$ cat src/rtl/interface_circuit_multibyte.sv
`default_nettype none
// ============================================================================
// Module   : interface_circuit_multibyte
// Purpose  : UART <-> ALU bridge. Assembles multi-byte A/B operands and an
//            opcode from rx, then returns the ALU result MSB-first through tx.
//            Optional inter-byte timeout enabled by macro INTERBYTE_TIMEOUT_EN.
// Revision : 1.0 - initial release
// ============================================================================
module interface_circuit_multibyte #(
    parameter int WIDTH_WORD       = 8,
    parameter int BUS_DATOS_ALU    = 16,
    parameter int CANT_BITS_OPCODE = 6,
    parameter int BUS_SALIDA_ALU   = 16,
    parameter int TIMEOUT_CYCLES   = 1_000_000
) (
    input  logic                        i_clock,
    input  logic                        i_reset,
    input  logic [WIDTH_WORD-1:0]       i_data_rx,
    input  logic                        i_rx_done,
    input  logic                        i_tx_done,
    input  logic [BUS_SALIDA_ALU-1:0]   i_resultado_alu,
    output logic                        o_tx_start,
    output logic [WIDTH_WORD-1:0]       o_data_tx,
    output logic [BUS_DATOS_ALU-1:0]    o_reg_dato_A,
    output logic [BUS_DATOS_ALU-1:0]    o_reg_dato_B,
    output logic [CANT_BITS_OPCODE-1:0] o_reg_opcode,
    output logic [2:0]                  o_estado,
    output logic                        o_overrun,
    output logic                        o_error
);

    localparam int c_nb      = BUS_DATOS_ALU / WIDTH_WORD;
    localparam int c_nr      = (BUS_SALIDA_ALU + WIDTH_WORD - 1) / WIDTH_WORD;
    localparam int c_tx_w    = c_nr * WIDTH_WORD;
    localparam int c_cnt_max = (c_nb > c_nr) ? c_nb : c_nr;
    localparam int c_cnt_w   = (c_cnt_max > 1) ? $clog2(c_cnt_max) : 1;

    localparam logic [c_cnt_w-1:0] c_last_b = c_cnt_w'(c_nb - 1);
    localparam logic [c_cnt_w-1:0] c_last_r = c_cnt_w'(c_nr - 1);

    generate
        if ((BUS_DATOS_ALU % WIDTH_WORD) != 0 || BUS_DATOS_ALU < WIDTH_WORD) begin : g_chk_bus
            $error("BUS_DATOS_ALU must be a positive multiple of WIDTH_WORD");
        end
        if (CANT_BITS_OPCODE > WIDTH_WORD || CANT_BITS_OPCODE < 1) begin : g_chk_opcode
            $error("CANT_BITS_OPCODE must be in 1..WIDTH_WORD");
        end
        if (TIMEOUT_CYCLES < 1) begin : g_chk_timeout
            $error("TIMEOUT_CYCLES must be at least 1");
        end
    endgenerate

    typedef enum logic [2:0] {
        RX_A    = 3'd0,
        RX_B    = 3'd1,
        RX_OP   = 3'd2,
        CAPTURE = 3'd3,
        TX_LOAD = 3'd4,
        TX_WAIT = 3'd5
    } state_t;

    state_t                   r_state;
    logic [c_cnt_w-1:0]       r_cnt;
    logic [BUS_DATOS_ALU-1:0] r_stage;
    logic [c_tx_w-1:0]        r_tx_shift;
    logic                     r_error;

    logic [BUS_DATOS_ALU-1:0] w_stage_next;
    logic [c_tx_w-1:0]        w_result_ext;
    logic                     w_tx_busy;

    // Shift-based append keeps the single-byte-operand case free of empty slices.
    assign w_stage_next = (r_stage << WIDTH_WORD) | BUS_DATOS_ALU'(i_data_rx);
    assign w_result_ext = c_tx_w'(i_resultado_alu);
    assign w_tx_busy    = (r_state == CAPTURE) || (r_state == TX_LOAD) || (r_state == TX_WAIT);
    assign o_estado     = r_state;

`ifdef INTERBYTE_TIMEOUT_EN
    localparam int c_tmo_w = (TIMEOUT_CYCLES > 1) ? $clog2(TIMEOUT_CYCLES) : 1;
    localparam logic [c_tmo_w-1:0] c_tmo_last = c_tmo_w'(TIMEOUT_CYCLES - 1);

    logic [c_tmo_w-1:0] r_tmo;
    logic               w_mid_frame;

    assign w_mid_frame = ((r_state == RX_A) && (r_cnt != '0)) ||
                         (r_state == RX_B) || (r_state == RX_OP);
    assign o_error     = r_error;
`else
    assign o_error     = 1'b0;
`endif

    always_ff @(posedge i_clock) begin
        if (!i_reset) begin
            r_state      <= RX_A;
            r_cnt        <= '0;
            r_stage      <= '0;
            r_tx_shift   <= '0;
            r_error      <= 1'b0;
            o_tx_start   <= 1'b0;
            o_data_tx    <= '0;
            o_reg_dato_A <= '0;
            o_reg_dato_B <= '0;
            o_reg_opcode <= '0;
            o_overrun    <= 1'b0;
`ifdef INTERBYTE_TIMEOUT_EN
            r_tmo        <= '0;
`endif
        end else begin
            o_tx_start <= 1'b0;
            r_error    <= 1'b0;

            case (r_state)
                RX_A: begin
                    if (i_rx_done) begin
                        if (r_cnt == c_last_b) begin
                            o_reg_dato_A <= w_stage_next;
                            r_stage      <= '0;
                            r_cnt        <= '0;
                            r_state      <= RX_B;
                        end else begin
                            r_stage <= w_stage_next;
                            r_cnt   <= r_cnt + c_cnt_w'(1);
                        end
                    end
                end
                RX_B: begin
                    if (i_rx_done) begin
                        if (r_cnt == c_last_b) begin
                            o_reg_dato_B <= w_stage_next;
                            r_stage      <= '0;
                            r_cnt        <= '0;
                            r_state      <= RX_OP;
                        end else begin
                            r_stage <= w_stage_next;
                            r_cnt   <= r_cnt + c_cnt_w'(1);
                        end
                    end
                end
                RX_OP: begin
                    if (i_rx_done) begin
                        o_reg_opcode <= i_data_rx[CANT_BITS_OPCODE-1:0];
                        r_cnt        <= '0;
                        r_state      <= CAPTURE;
                    end
                end
                CAPTURE: begin
                    r_tx_shift <= w_result_ext;
                    r_cnt      <= '0;
                    r_state    <= TX_LOAD;
                end
                TX_LOAD: begin
                    o_data_tx  <= r_tx_shift[c_tx_w-1 -: WIDTH_WORD];
                    o_tx_start <= 1'b1;
                    r_state    <= TX_WAIT;
                end
                TX_WAIT: begin
                    // r_cnt counts bytes already sent across the LOAD/WAIT loop.
                    if (i_tx_done) begin
                        r_tx_shift <= r_tx_shift << WIDTH_WORD;
                        if (r_cnt == c_last_r) begin
                            r_cnt   <= '0;
                            r_state <= RX_A;
                        end else begin
                            r_cnt   <= r_cnt + c_cnt_w'(1);
                            r_state <= TX_LOAD;
                        end
                    end
                end
                default: begin
                    r_cnt   <= '0;
                    r_state <= RX_A;
                end
            endcase

            if (i_rx_done && w_tx_busy) begin
                o_overrun <= 1'b1;
            end

`ifdef INTERBYTE_TIMEOUT_EN
            // A byte arriving on the expiry cycle takes priority over the abort.
            if (i_rx_done || !w_mid_frame) begin
                r_tmo <= '0;
            end else if (r_tmo == c_tmo_last) begin
                r_tmo   <= '0;
                r_stage <= '0;
                r_cnt   <= '0;
                r_state <= RX_A;
                r_error <= 1'b1;
            end else begin
                r_tmo <= r_tmo + c_tmo_w'(1);
            end
`endif
        end
    end

endmodule
`default_nettype wire

$ cat config.mk
export PLATFORM = sky130hd
export DESIGN_NAME = interface_circuit_multibyte
export DESIGN_NICKNAME = d
export VERILOG_FILES = /design/src/rtl/interface_circuit_multibyte.sv
export SDC_FILE = /design/constraint.sdc
export NUM_CORES = 1
export LEC_CHECK = 0
export ABC_AREA = 1
export CAP_MARGIN = 20
export CORE_AREA = 4 4 96 80
export CTS_CLUSTER_DIAMETER = 120
export DETAILED_ROUTE_END_ITERATION = 16
export DIE_AREA = 0 0 100 84
export PLACE_DENSITY = 0.73
export SLEW_MARGIN = 20
export SYNTH_ARGS = -nofsm -noshare
export SYNTH_HDL_FRONTEND = slang
export SYNTH_SLANG_ARGS = --single-unit
export TNS_END_PERCENT = 100
$ cat constraint.sdc
create_clock -name i_clock -period 1.8 [get_ports i_clock]
set_input_delay 0.36 -clock i_clock [delete_from_list [all_inputs] [get_ports i_clock]]
set_output_delay 0.36 -clock i_clock [all_outputs]
set_load 0.05 [all_outputs]
**Word-level counts from Yosys, hierarchy flattened**

Index checks and enable logic that the tools add are counted.

- Multiplexer cells: 17
- Bitwise operators: 2
- Add/sub/neg operators: 1
- Reduce and logical (&&, ||, !) cells: 13
- Eq/ne operators: 12

Operator list:

| cell | count |
|---|---|
| 16-bit case mux with 2 select lines | 1 |
| 3-bit two-way mux | 7 |
| 3-bit case mux with 6 select lines | 1 |
| 16-bit two-way mux | 1 |
| 16-bit by 8-bit OR with 16-bit output | 1 |
| 2-bit inequality test (second input constant) | 6 |
| 8-bit two-way mux | 1 |
| 3-bit by 2-bit == test with 1-bit output (second input constant) | 2 |
| 3-bit == test (second input constant) | 2 |
| 2-bit AND reduction | 3 |
| 3-bit AND reduction | 2 |
| 6-bit AND reduction | 1 |
| 1-bit two-way mux | 5 |
| 1-bit case mux with 4 select lines | 1 |
| 4-bit AND reduction | 1 |
| 3-bit by 1-bit == test with 1-bit output (second input constant) | 1 |
| 3-bit zero test | 1 |
| 1-bit logical OR | 2 |
| 2-bit by 1-bit inequality test with 1-bit output (second input constant) | 1 |
| 2-bit nonzero test | 1 |
| 2-bit OR reduction | 1 |
| 1-bit adder (second input constant) | 1 |
| 1-bit logical AND | 1 |
| 1-bit NOT | 1 |

- Register bits: 76
- Input port bits: 28
- Output and inout bits: 52
- Logic and storage cells: 55

**Depth between registers and ports, before layout**

- Depth after elaboration: 4
- Depth in mapped cells: 9
- Depth with buffers taken out: 8

**Worst setup path before layout**

No wires, ideal clock.

- Path type: flip-flop to flip-flop
- Start point: register r_state[0], in the netlist o_estado[0]
- End point: register o_reg_dato_B[5]
- Arrival time: 1.564 ns
- Path buffers: 2
- Cell stages (with the launch flop): 8
- Required time: 1.684 ns
- Library setup time: 0.116 ns
- Period minus slack after synthesis: 1.679 ns
- Setup slack: 0.121 ns
- Path through: dfxtp_1 > buf_4 > inv_2 > nor2_2 > nand4_2 > clkbuf_1 > o21ai_0 > nor2_1

- Longest elaborated chain between the ends: 2

RTL lines:

| item | RTL line | text |
|---|---|---|
| start: declaration | 62 | `state_t r_state;` |
| start signal: assignment | 94 | `r_state <= RX_A;` |
| start signal: assignment | 119 | `r_state <= RX_B;` |
| start signal: assignment | 132 | `r_state <= RX_OP;` |
| 3-bit by 1-bit == test with 1-bit output | 112 | `case (r_state)` |
| 3-bit AND reduction (no source line) | -- |  |
| end signal: assignment | 129 | `o_reg_dato_B <= w_stage_next;` |
| end: declaration | 25 | `output logic [BUS_DATOS_ALU-1:0] o_reg_dato_B,` |

No other way between the ends.
A chain may end at the register's enable or synchronous reset.

**Worst setup path in the final report**

- Start point: register r_state[2], in the netlist o_estado[2]
- End point: register r_tx_shift[9]

- Longest elaborated chain between the ends: 3
- Elaborated cells between the ends (all ways): 6
- Classes of those cells: eq/ne (3); mux (1); reduce/logical (2)

RTL lines:

| item | RTL line | text |
|---|---|---|
| 3-bit == test / 3-bit by 2-bit == test with 1-bit output (equally long branches) | 112 |  |
| 2-bit inequality test (no source line) / 2-bit nonzero test (equally long branches) | -- |  |
| 2-bit AND reduction (no source line) | -- |  |
| end signal: assignment | 147 | `r_tx_shift <= w_result_ext;` |
| end signal: assignment | 159 | `r_tx_shift <= r_tx_shift << WIDTH_WORD;` |
| end: declaration | 65 | `logic [c_tx_w-1:0] r_tx_shift;` |

Several ways; a longest one is shown, not always the timed one.

==> impl_metrics.tcl <==
set metrics [dict create \
    finClkSkew_ns 0.009069 \
    postCtsHoldBufs 0 \
    cts_tree "yes" \
    crit_fanout 16 \
    cts_buffers 9 \
    setup_slack_ns 0.2425 \
    rows 27 \
    numClockSinks 76 \
    cts_max_level 3 \
    critPathSlowestCell "dfxtp_1" \
    synthCells 393 \
    core_area_um2 6723 \
    yosysSeqAreaShare 0.5194 \
    status "completed" \
    grt_max_degree 33 \
    crit_path_end_kind "register" \
    antenna_cells 0 \
    routed_wl_um 7250 \
    hold_violations 0 \
    clock_latency_ns 0.34 \
    grt_usage 0.1780 \
    cts_resized 0 \
    ys.warnings.count 0 \
    fin_crit_ns 1.558 \
    final_nets 502 \
    finalSetupViolations 0 \
    io_buffers 78 \
    synth_area_um2 2929 \
    syn-num-nets 421 \
    synth_cell_types 27 \
    cellPowerDensity_nw_per_um2 1562 \
    area_delta_synth_final_pct 34.81 \
    crit_required_ns 2.03 \
    grt_pass1_vias 2534 \
    min_path_type "register to register" \
    peakVddDrop_uv 1205 \
    path_clk_slew_ns 0.08 \
    tns_ns 0 \
    synth.avg_cell_area_um2 7.453 \
    leakage_nw 1.692 \
    yosysTopAreaCellShare 0.5194 \
    die_h_um 84 \
    drcViolationCount 0 \
    grt_overflow 0 \
    gp_congestion 0.8587 \
    dp_slack_ns 0.05336 \
    die_x_um 100 \
    clock_tree.root_cell "clkbuf_8" \
    drv_cap 0 \
    antenna_found_initial 0 \
    cpPeakStageDelay_ns 0.57 \
    start_util 0.4357 \
    synth_area_leaders "dfxtp_1 52%, nor2_1 11%, o21ai_0 9.4%" \
    nFillCells 615 \
    ys_ff_latch 76 \
    worstPathArrival_ns 1.79 \
    slew_violations 0 \
    post-cts-setup-buffer-count 0 \
    ant_nets 0 \
    path_buf_inv 2 \
    io_pins 80 \
    hpwl_um 5298 \
    drt_first_pass_iters 4 \
    post-synth-top-area-cell "dfxtp_1" \
    fmax_ghz 0.6421 \
    die_area_um2 8400 \
    drt_iter0_drc 153 \
    viasPerCell 4.806 \
    layout_common_cells "88 x nor2_1, 76 x dfxtp_1, 70 x nand2_1" \
    crit_family "simple AND/OR/NAND/NOR gates" \
    critPathKind "register to register" \
    rsz0062_at_grt "false" \
    timing.final.crit_share 0.8653 \
    final_common_cell "nor2_1" \
    drive_gt1_frac 0.1942 \
    clk_path_buf_depth 2 \
    via_count 2720 \
    path_cells "nand3_4 > inv_4 > nand2_2 > nand2_4 > inv_4 > nor2_1 > nor2_1" \
    wl_per_cell_um 12.81 \
    startpoint_type "register" \
    grt_pass1_wl_um 12060 \
]
[flip-flops by register name, summed over array words and instances, names as in the netlist]
register      flops
o_reg_dato_A     16
r_tx_shift       16
r_cnt             1
o_reg_dato_B     16
o_overrun         1
r_stage           8
o_reg_opcode      6
o_tx_start        1
o_estado          3
o_data_tx         8
[report_power, final]
group	switching [mW]	internal, mW
registers	0.255	1.99
logic	1.60	0.748
clock network	0.646	0.930
total	2.50	3.67
[logic make-up (layout without fill, tap and decap cells)]
family,Yosys count,in the layout,synth area share
AOI/OAI and AO/OA,91,91,0.1589
other,1,1,0.001280
DFF,76,76,0.5194
and+or+nand+nor,176,176,0.2482
buffers and inverters,49,135,0.07219
[metal layers]
layer  part of all wire  track usage  vias up
li1                   -            -     1411
met1               0.47       0.2420     1217
met2               0.45       0.2720       86
met3              0.069      0.06266        6
met4             0.0088      0.03917        0
met5                  0            0        -
[path summary, 6_finish.rpt]
kind | from | to | slack (ns) | depth (start not counted)
hold / removal | o_reg_dato_A[0] | o_reg_dato_A[0] | 0.45 | 2
hold reg to reg | o_reg_dato_A[0] | o_reg_dato_A[0] | 0.45 | 2
setup reg to reg | o_estado[2] | r_tx_shift[9] | 0.24 | 7
setup / recovery | o_estado[2] | r_tx_shift[9] | 0.24 | 7
[cell type report]
cell class,instances,area [um^2],share of cell area
tap,87,108.9,0.02757
inverter,31,121.4,0.03073
timing repair buffer,88,753.2,0.1907
clock inverter,7,123.9,0.03137
multi-input combinational,268,1196,0.3029
clock buffer,9,123.9,0.03137
sequential,76,1521,0.3853
[Yosys cell counts]
cell	number
nor2_1	88
dfxtp_1	76
nand2_1	70
o21ai_0	55
a21oi_1	32
inv_1	24
clkbuf_1	10
nand3_1	7
inv_2	4
buf_4	3
nand4_1	3
a21oi_2	2
buf_2	2
inv_4	2
nand3_2	2
nor2_2	2
buf_1	1
buf_6	1
clkbuf_2	1
clkinv_1	1
conb_1	1
nand2_2	1
nand2_4	1
nand3_4	1
nand4_2	1
o211ai_1	1
o21ai_1	1
[worst reg2reg max path, stage by stage, from the launching register on]
cell	delay [ns]
dfxtp_1	0.57
nand3_4	0.23
inv_4	0.16
nand2_2	0.07
nand2_4	0.12
inv_4	0.10
nor2_1	0.13
nor2_1	0.07
[through the flow]
stage / instances / util / power (mW) / instance area, um^2 / hold slack [ns]
floorplan: 393 / - / 3.896 / 2929 / 0.4390
global placement: 550 / 0.5505 / 4.596 / 3701 / 0.4370
detailed placement: 550 / 0.5505 / 4.631 / 3701 / 0.4357
CTS: 566 / 0.5874 / 6.210 / 3949 / 0.4485
global route: 566 / 0.5874 / 6.538 / 3949 / 0.4710
finish: 566 / 0.5874 / 6.170 / 3949 / 0.4467
Note: power is estimated with default switching activity, not from simulation.
